[src/rtl/bcd_disp_pkg.sv]
// Shared seven-segment glyph constants and BCD-to-glyph decode for the score display.
// Glyphs are active-low {a,b,c,d,e,f,g}.
package bcd_disp_pkg;

    localparam logic [6:0] SEG_0     = 7'b0000001;
    localparam logic [6:0] SEG_1     = 7'b1001111;
    localparam logic [6:0] SEG_2     = 7'b0010010;
    localparam logic [6:0] SEG_3     = 7'b0000110;
    localparam logic [6:0] SEG_4     = 7'b1001100;
    localparam logic [6:0] SEG_5     = 7'b0100100;
    localparam logic [6:0] SEG_6     = 7'b0100000;
    localparam logic [6:0] SEG_7     = 7'b0001111;
    localparam logic [6:0] SEG_8     = 7'b0000000;
    localparam logic [6:0] SEG_9     = 7'b0000100;
    localparam logic [6:0] SEG_BLANK = 7'b1111111;

    function automatic logic [6:0] bcd_to_seg(input logic [3:0] d);
        logic [6:0] g;
        case (d)
            4'd0:    g = SEG_0;
            4'd1:    g = SEG_1;
            4'd2:    g = SEG_2;
            4'd3:    g = SEG_3;
            4'd4:    g = SEG_4;
            4'd5:    g = SEG_5;
            4'd6:    g = SEG_6;
            4'd7:    g = SEG_7;
            4'd8:    g = SEG_8;
            4'd9:    g = SEG_9;
            default: g = SEG_BLANK;
        endcase
        return g;
    endfunction

endpackage

[src/rtl/bcd_digit.sv]
// One BCD digit of the ripple counter: computes the next digit value and the carry/borrow
// passed to the next more significant digit. Purely combinational; the top holds the state.
module bcd_digit
    import bcd_disp_pkg::*;
(
    input  logic [3:0] digit,
    input  logic       carry_in,
    input  logic       borrow_in,
    output logic [3:0] result,
    output logic       carry_out,
    output logic       borrow_out
);

    // Increment wins if both were ever raised; the top never raises both.
    always_comb begin
        result     = digit;
        carry_out  = 1'b0;
        borrow_out = 1'b0;
        if (carry_in) begin
            if (digit >= 4'd9) begin
                result    = 4'd0;
                carry_out = 1'b1;
            end else begin
                result = digit + 4'd1;
            end
        end else if (borrow_in) begin
            if (digit == 4'd0) begin
                result     = 4'd9;
                borrow_out = 1'b1;
            end else begin
                result = digit - 4'd1;
            end
        end else begin
            result = digit;
        end
    end

endmodule

[src/rtl/bcd_score_display.sv]
// N-digit BCD up/down score counter with wrap/saturate limits and a registered,
// leading-zero-blanking multiplexed seven-segment scanner.
module bcd_score_display
    import bcd_disp_pkg::*;
#(
    parameter int DIGITS   = 4,
    parameter int SCAN_DIV = 16,
    parameter int SATURATE = 0,
    parameter int BLANK_LZ = 1
) (
    input  logic                  clk,
    input  logic                  clr,
    input  logic                  clear,
    input  logic                  inc,
    input  logic                  dec,
    output logic [4*DIGITS-1:0]   score,
    output logic                  limit,
    output logic [6:0]            segment,
    output logic [DIGITS-1:0]     seg_sel
);

    localparam int IDX_W = (DIGITS > 1) ? $clog2(DIGITS) : 1;

    logic [4*DIGITS-1:0] score_r;
    logic                limit_r;
    logic [6:0]          segment_r;
    logic [DIGITS-1:0]   seg_sel_r;
    logic [SCAN_DIV-1:0] prescaler_r;
    logic [IDX_W-1:0]    idx_r;

    logic [DIGITS:0]     carry_s;
    logic [DIGITS:0]     borrow_s;
    logic [4*DIGITS-1:0] sum_s;
    logic [4*DIGITS-1:0] score_next_s;
    logic                limit_next_s;
    logic                edge_s;
    logic [DIGITS-1:0]   blank_s;
    logic [IDX_W-1:0]    idx_next_s;
    logic [6:0]          glyph_s;
    logic                scan_adv_s;

    // Conflicting or cleared strobes never enter the ripple chain.
    assign carry_s[0]  = inc & ~dec & ~clear;
    assign borrow_s[0] = dec & ~inc & ~clear;

    genvar g;
    generate
        for (g = 0; g < DIGITS; g++) begin : g_digit
            bcd_digit u_digit (
                .digit      (score_r[4*g +: 4]),
                .carry_in   (carry_s[g]),
                .borrow_in  (borrow_s[g]),
                .result     (sum_s[4*g +: 4]),
                .carry_out  (carry_s[g+1]),
                .borrow_out (borrow_s[g+1])
            );
        end
    endgenerate

    assign edge_s = carry_s[DIGITS] | borrow_s[DIGITS];

    // Next score: clear first, then saturation override at the limits.
    always_comb begin
        score_next_s = sum_s;
        limit_next_s = 1'b0;
        if (clear) begin
            score_next_s = '0;
            limit_next_s = 1'b0;
        end else if (edge_s && (SATURATE != 0)) begin
            score_next_s = score_r;
            limit_next_s = 1'b1;
        end else begin
            score_next_s = sum_s;
            limit_next_s = edge_s;
        end
    end

    // Digit k is blank when it and every more significant digit are zero.
    always_comb begin
        logic zero_above;
        zero_above = 1'b1;
        blank_s    = '0;
        for (int k = DIGITS - 1; k >= 0; k--) begin
            zero_above = zero_above & (score_r[4*k +: 4] == 4'd0);
            blank_s[k] = (BLANK_LZ != 0) && (k > 0) && zero_above;
        end
    end

    assign scan_adv_s = &prescaler_r;

    // Next scan slot and its glyph, so segment and seg_sel update together.
    always_comb begin
        idx_next_s = '0;
        glyph_s    = SEG_BLANK;
        if (idx_r == IDX_W'(DIGITS - 1)) begin
            idx_next_s = '0;
        end else begin
            idx_next_s = idx_r + IDX_W'(1);
        end
        if (blank_s[idx_next_s]) begin
            glyph_s = SEG_BLANK;
        end else begin
            glyph_s = bcd_to_seg(score_r[{idx_next_s, 2'b00} +: 4]);
        end
    end

    // Score counter and one-cycle limit pulse.
    always_ff @(posedge clk or posedge clr) begin
        if (clr) begin
            score_r <= '0;
            limit_r <= 1'b0;
        end else begin
            score_r <= score_next_s;
            limit_r <= limit_next_s;
        end
    end

    // Free-running scan prescaler with registered digit select and glyph.
    always_ff @(posedge clk or posedge clr) begin
        if (clr) begin
            prescaler_r <= '0;
            idx_r       <= '0;
            seg_sel_r   <= DIGITS'(1);
            segment_r   <= SEG_0;
        end else begin
            prescaler_r <= prescaler_r + SCAN_DIV'(1);
            if (scan_adv_s) begin
                idx_r     <= idx_next_s;
                seg_sel_r <= DIGITS'(1) << idx_next_s;
                segment_r <= glyph_s;
            end
        end
    end

    assign score   = score_r;
    assign limit   = limit_r;
    assign segment = segment_r;
    assign seg_sel = seg_sel_r;

endmodule

[config.mk]
export PLATFORM = sky130hd
export DESIGN_NAME = bcd_score_display
export DESIGN_NICKNAME = d
export VERILOG_FILES = /design/src/rtl/bcd_disp_pkg.sv /design/src/rtl/bcd_digit.sv /design/src/rtl/bcd_score_display.sv
export SDC_FILE = /design/constraint.sdc
export NUM_CORES = 1
export LEC_CHECK = 0
export ABC_AREA = 1
export CAP_MARGIN = 5
export CORE_UTILIZATION = 28
export DETAILED_ROUTE_END_ITERATION = 10
export HOLD_SLACK_MARGIN = 0.05
export SYNTH_ARGS = -nofsm -noshare
export SYNTH_HDL_FRONTEND = slang
export SYNTH_SLANG_ARGS = --single-unit
[constraint.sdc]
create_clock -name clk -period 3.38 [get_ports clk]
set_input_delay 0.676 -clock clk [delete_from_list [all_inputs] [get_ports clk]]
set_output_delay 0.676 -clock clk [all_outputs]
set_load 0.01 [all_outputs]
# After elaboration in Yosys (flattened, before gate mapping)
# Memory sizes are Yosys's and may differ from the RTL's.
# Index checks and enable logic that the tools add are counted.
# totals
reg_bits	46
mem_bits_ro	112
in_bits	5
out_inout_bits	28
mem_count	1
# mem_list
name	depth	word_bits	rd	rd_clocked_by_memory_dff	write_ports	line_no	rtl
(name not given)	16	7	1	0	0	bcd_disp_pkg.sv:19	case (d)
# classes
add_sub_neg	10
order_cmp	5
eq_ne	1
shifts	2
n_mux	42
bitwise	10
reduce_logical	9
# op_table
op	n
4-bit 2-to-1 mux	16
1-bit 2-to-1 mux	22
16-bit by 1-bit adder with 16-bit output (second input constant)	1
4-bit by 1-bit adder with 4-bit output (second input constant)	4
4-bit greater-or-equal comparator (second input constant)	4
4-bit zero test	4
16-bit 2-to-1 mux	1
16-bit AND reduction	1
16-bit by 5-bit indexed part select with 4-bit output	1
4-bit by 1-bit subtractor with 4-bit output (second input constant)	4
3-bit nonzero test	4
7-bit 2-to-1 mux	1
1-bit bitwise AND	6
1-bit by 2-bit << shifter with 4-bit output (first input constant)	1
2-bit by 3-bit < comparator with 1-bit output (second input constant)	1
1-bit NOT	3
2-bit by 1-bit adder with 2-bit output (second input constant)	1
1-bit binary-select mux with 2-bit select	1
2-bit == test (second input constant)	1
2-bit 2-to-1 mux	1
1-bit OR	1

# Logic depth before layout (Yosys ltp)
# depth
depth_word	13
ltp_mapped	14

# Hierarchy
# A second synthesis with hierarchy kept.
# hier_totals
hier_cells	484
area_unflattened_um2	3537.1
# by_module_without_submodules
mod	instances	cells_each	area_each_um2	seq_area_each_um2
bcd_score_display	1	272	2331.0	1153.6
bcd_digit	4	53	301.5	0.0

# Worst setup path after synthesis
# OpenSTA, ideal clock, no wires.
# synth_timing
path_kind	reg-to-reg
startpoint	reg idx_r[0]
endpoint	reg segment_r[3] (netlist: segment[3])
t_arrival_ns	1.913
required_ns	3.264
path_slack_ns	1.350
stages_incl_launch_ff	15
cell_sequence	dfrtp_1 -> inv_1 -> ha_1 -> buf_2 -> inv_1 -> nand3_1 -> nand2_1 -> inv_1 -> ha_1 -> inv_1 -> nand3_1 -> nand3_1 -> nand3_1 -> nand2_1 -> nand2_1
# synth_via
elab_chain_len	5
# synth_lines
element	line_no	rtl
start, declared	bcd_score_display.sv:29	logic [IDX_W-1:0] idx_r;
start signal, assigned	bcd_score_display.sv:128	idx_r <= idx_next_s;
2-bit by 1-bit adder with 2-bit output / 2-bit == test (equally long branches)	bcd_score_display.sv:98, bcd_score_display.sv:95	
2-bit 2-to-1 mux *	bcd_score_display.sv:95	if (idx_r == IDX_W'(DIGITS - 1)) begin
named net idx_next_s[1]	bcd_score_display.sv:38	logic [IDX_W-1:0] idx_next_s;
16-bit by 5-bit indexed part select with 4-bit output / 1-bit binary-select mux with 2-bit select (equally long branches)	bcd_score_display.sv:103, bcd_score_display.sv:100	
memory read 16 x 7 bit / 1-bit 2-to-1 mux (equally long branches)	--	
7-bit 2-to-1 mux *	bcd_score_display.sv:100	if (blank_s[idx_next_s]) begin
end signal, assigned	bcd_score_display.sv:130	segment_r <= glyph_s;
end, declared	bcd_score_display.sv:26	logic [6:0] segment_r;
# The timed path passes the listed nets; every way through them passes the cells marked *. The select of a mux whose other input is x is not followed.
# A chain may end at the register's enable or synchronous reset.

# Worst setup path in the final report
# layout_timing
startpoint	reg idx_r[0]
endpoint	reg segment_r[6] (netlist: segment[6])
# The elaborated chain is that of the path after synthesis.

==> impl_results.md <==
* Status: finished, final reports clean
* H-tree Lvls at 2
* EDFF count, synth at 0
* Buffers and inverters on the worst path at 4
* Die width at 110 um
* Core Rows at 38
* CTS Buffer Depth at 2
* Vias in the first global route at 2657
* Async set-reset flop share out of synthesis at 1.00
* Synthesized area at 0.00324 mm^2
* Distinct cells, synth at 34
* Slew margin rel. at 0.333
* Max incr delay on CP at approximately 0.43 ns
* Worst path cell trace: inv_1 -> ha_1 -> inv_1 -> nand3_1 -> nand2_1 -> inv_1 -> ha_1 -> inv_1 -> nand3_1 -> nand3_1 -> nand3_1 -> nand2_1 -> nand2_1
* DIE HEIGHT at 110 um
* Io pins at 33
* Sequential fraction of the synthesis area at 0.356
* Slew @ Worst Pin at 1.00 ns
* Fin nets at 494
* Final Slew Violations at 0
* Worst r2r src: idx_r[0]
* Pleak at 0.00186 uW
* # hold bufs at CTS at 0
* Worst Setup SP: idx_r[0]
* Largest cells by area after synthesis: dfrtp_1 34%, nand2_1 15%, ha_1 9.3%, nand3_1 7.4%, inv_1 5.8%
* Data arrival, critical path at 2.47 ns
* Area Growth Syn to Fin at 19.0%
* Slowest cell on the critical path: ha_1
* Internal power at 1040 uW
* Initial Utilization at 0.293
* Critical Path RT at 3.56 ns
* DR vias/cell at 4.60
* Pin count of the biggest net entering global routing at 47
* Top Family by Delay on Critical Path: simple AND/OR/NAND/NOR gates
* VDD IR-drop max at a little under 300 uV
* Tmin final at 2.28 ns
* Global Route Usage Sum at 0.132
* Crit. End Element: flip-flop
* Hold Crit Class: flip-flop to flip-flop
* Clk slew on worst S/H paths at 0.06 ns
* RSZ-0062 raised after global routing: false
* Sequential Power Share at 0.394
* # port buffers at 32
* Final Hold Viols at 0
* Mapped Cells at 430
* Post-synth top cells: 130 x nand2_1, 50 x inv_1, 48 x nand3_1, 44 x dfrtp_1, 24 x ha_1
* Num CTS Buffers at 5
* Max-cap violations at 0
* Post-layout worst setup margin at about 1.1 ns
* Drt pass-1 iters at 4
* Min-delay src: prescaler_r[0]
* FILL cells at 1167
* Fin crit share at 0.676
* Share of post-route cells with drive strength above 1 at 0.0987
* Combinational Power Share at 0.299
* Dominant cell type by area after synthesis: dfrtp_1
* Inserted Diodes at 0
* Clock Sinks at 46
* Overflow after GRT at 0
* Switching power at roughly 580 uW
* Critical path type: flip-flop to flip-flop
* Worst setup SP type: flip-flop
* CTS root buffer: clkbuf_16
* Syn nets at 459
* Wirelength, routed at around 7100 um
* Crit-path max FO at 9
* PD cells at 419 mW/mm^2
* Synth Register Bits at 46
* CTS tree: done
* First-pass GRT wire length at 12600 um
* Via count at 2790
* 1st-iter DRT viols at 117
* Syn avg cell area at 7.54 um^2
* Core Region at about 0.011 mm^2
* Post_cts resized at 0
* Tot Pwr at 1620 uW
* Count leader, synth: nand2_1
* Top cell type's share of synthesized area at 0.340
* Setup bufs post-CTS at 0
* Die footprint at roughly 0.012 mm^2
* Initial antenna violation count at 0
* Fmax at 438 MHz
* Routed Antenna Nets at 0
* Pre-CTS setup slack at a little under 1 ns
* Drt drc at 0
* Clock share of power at 0.307
* Fin Setup TNS at 0 ns
* Sw frac at 0.356
* Clock Latency Late Sink at 0.29 ns
* Setup Viol. Count Final at 0
* Wire per inst at 11.7 um
* Synth Flop Type: dfrtp_1
* Gpl congestion at 0.862
* Skew final at 0.00823 ns
* DP HPWL at between 5000 and 6000 um
* Ys Warns at 0
-- power groups by stage --
stage | clock, uW | sequential, uW | combinational (uW)
after floorplan | 0 | 643 | 328
after global placement | 0 | 647 | 480
after detailed placement | 0 | 647 | 481
after CTS | 516 | 637 | 485
after global routing | 536 | 644 | 551
final | 496 | 637 | 484
-- routing by layer --
metal,GRT usage,vias up,share of wire
li1,-,1445,-
met1,0.188,1280,0.50
met2,0.208,59,0.43
met3,0.0279,6,0.060
met4,0.0229,0,0.0073
met5,0,-,0
-- registers in the layout (all words and copies together), names as in the netlist --
name,count
limit,1
prescaler_r,16
seg_sel,4
idx_r,2
score,16
segment,7
-- layout by cell type, fill, tap and decap left out, types with 2 or more instances in the layout --
| cell type | synthesis | routed |
|---|---|---|
| nand3_2 | 6 | 6 |
| nor2_2 | 7 | 7 |
| o22ai_1 | 3 | 3 |
| dfrtp_1 | 44 | 44 |
| xor2_1 | 14 | 14 |
| ha_1 | 24 | 24 |
| dfstp_2 | 2 | 2 |
| nor2_1 | 23 | 23 |
| xnor2_1 | 6 | 6 |
| o21ai_1 | 6 | 6 |
| nand2_2 | 3 | 3 |
| nand2_1 | 130 | 130 |
| clkbuf_16 | 0 | 5 |
| o211ai_1 | 2 | 2 |
| o21ai_0 | 22 | 22 |
| nor3_4 | 2 | 2 |
| nor2_4 | 5 | 5 |
| inv_2 | 4 | 5 |
| nand3_1 | 48 | 48 |
| clkdlybuf4s50_1 | 0 | 32 |
| a21oi_1 | 7 | 7 |
| nand2_4 | 3 | 3 |
| inv_1 | 50 | 49 |
| nor3_1 | 2 | 2 |
| nand4_1 | 6 | 6 |
-- logic make-up after synthesis --
logic type      count (synthesis)  share of synthesized area
compound gates                 42                     0.0695
xor+xnor                       20                     0.0541
fa+ha+maj                      24                     0.0927
buf+inv                        59                     0.0734
flops                          46                      0.356
simple gates                  239                      0.354
-- per-stage QoR --
| step | utilization | hold slack, ns | area [um^2] | instances |
|---|---|---|---|---|
| floorplan | - | 0.422 | 3240 | 430 |
| global placement | 0.335 | 0.439 | 3710 | 598 |
| detailed placement | 0.335 | 0.441 | 3710 | 598 |
| CTS | 0.348 | 0.451 | 3860 | 606 |
| global route | 0.348 | 0.462 | 3860 | 606 |
| finish | 0.348 | 0.445 | 3860 | 606 |
-- final cells by class --
type / count / area (um^2) / area share
multi-input combinational: 325 / 1850 / 0.479
sequential: 46 / 1150 / 0.299
timing repair buffer: 32 / 320 / 0.0830
inverter: 55 / 209 / 0.0542
tap: 140 / 175 / 0.0454
clock buffer: 5 / 125 / 0.0324
clock inverter: 3 / 25.0 / 0.00649
-- path summary, 6_finish.rpt --
kind	slack (ns)	endpoint	depth (start not counted)
setup / recovery	1.10	segment[6]	13
setup reg to reg	1.10	segment[6]	13
hold reg to reg	0.44	prescaler_r[0]	1
hold / removal	0.44	prescaler_r[0]	1
max in group asynchronous	1.81	idx_r[0]	2
min in group asynchronous	0.93	prescaler_r[5]	2
-- worst register-to-register path: stages (launching register included) --
cell and delay, ns:
dfrtp_1 0.41, inv_1 0.11, ha_1 0.43, inv_1 0.21, nand3_1 0.11, nand2_1 0.20
inv_1 0.10, ha_1 0.20, inv_1 0.04, nand3_1 0.10, nand3_1 0.10, nand3_1 0.07
nand2_1 0.07, nand2_1 0.04
Power figures use the tool's default switching activity.
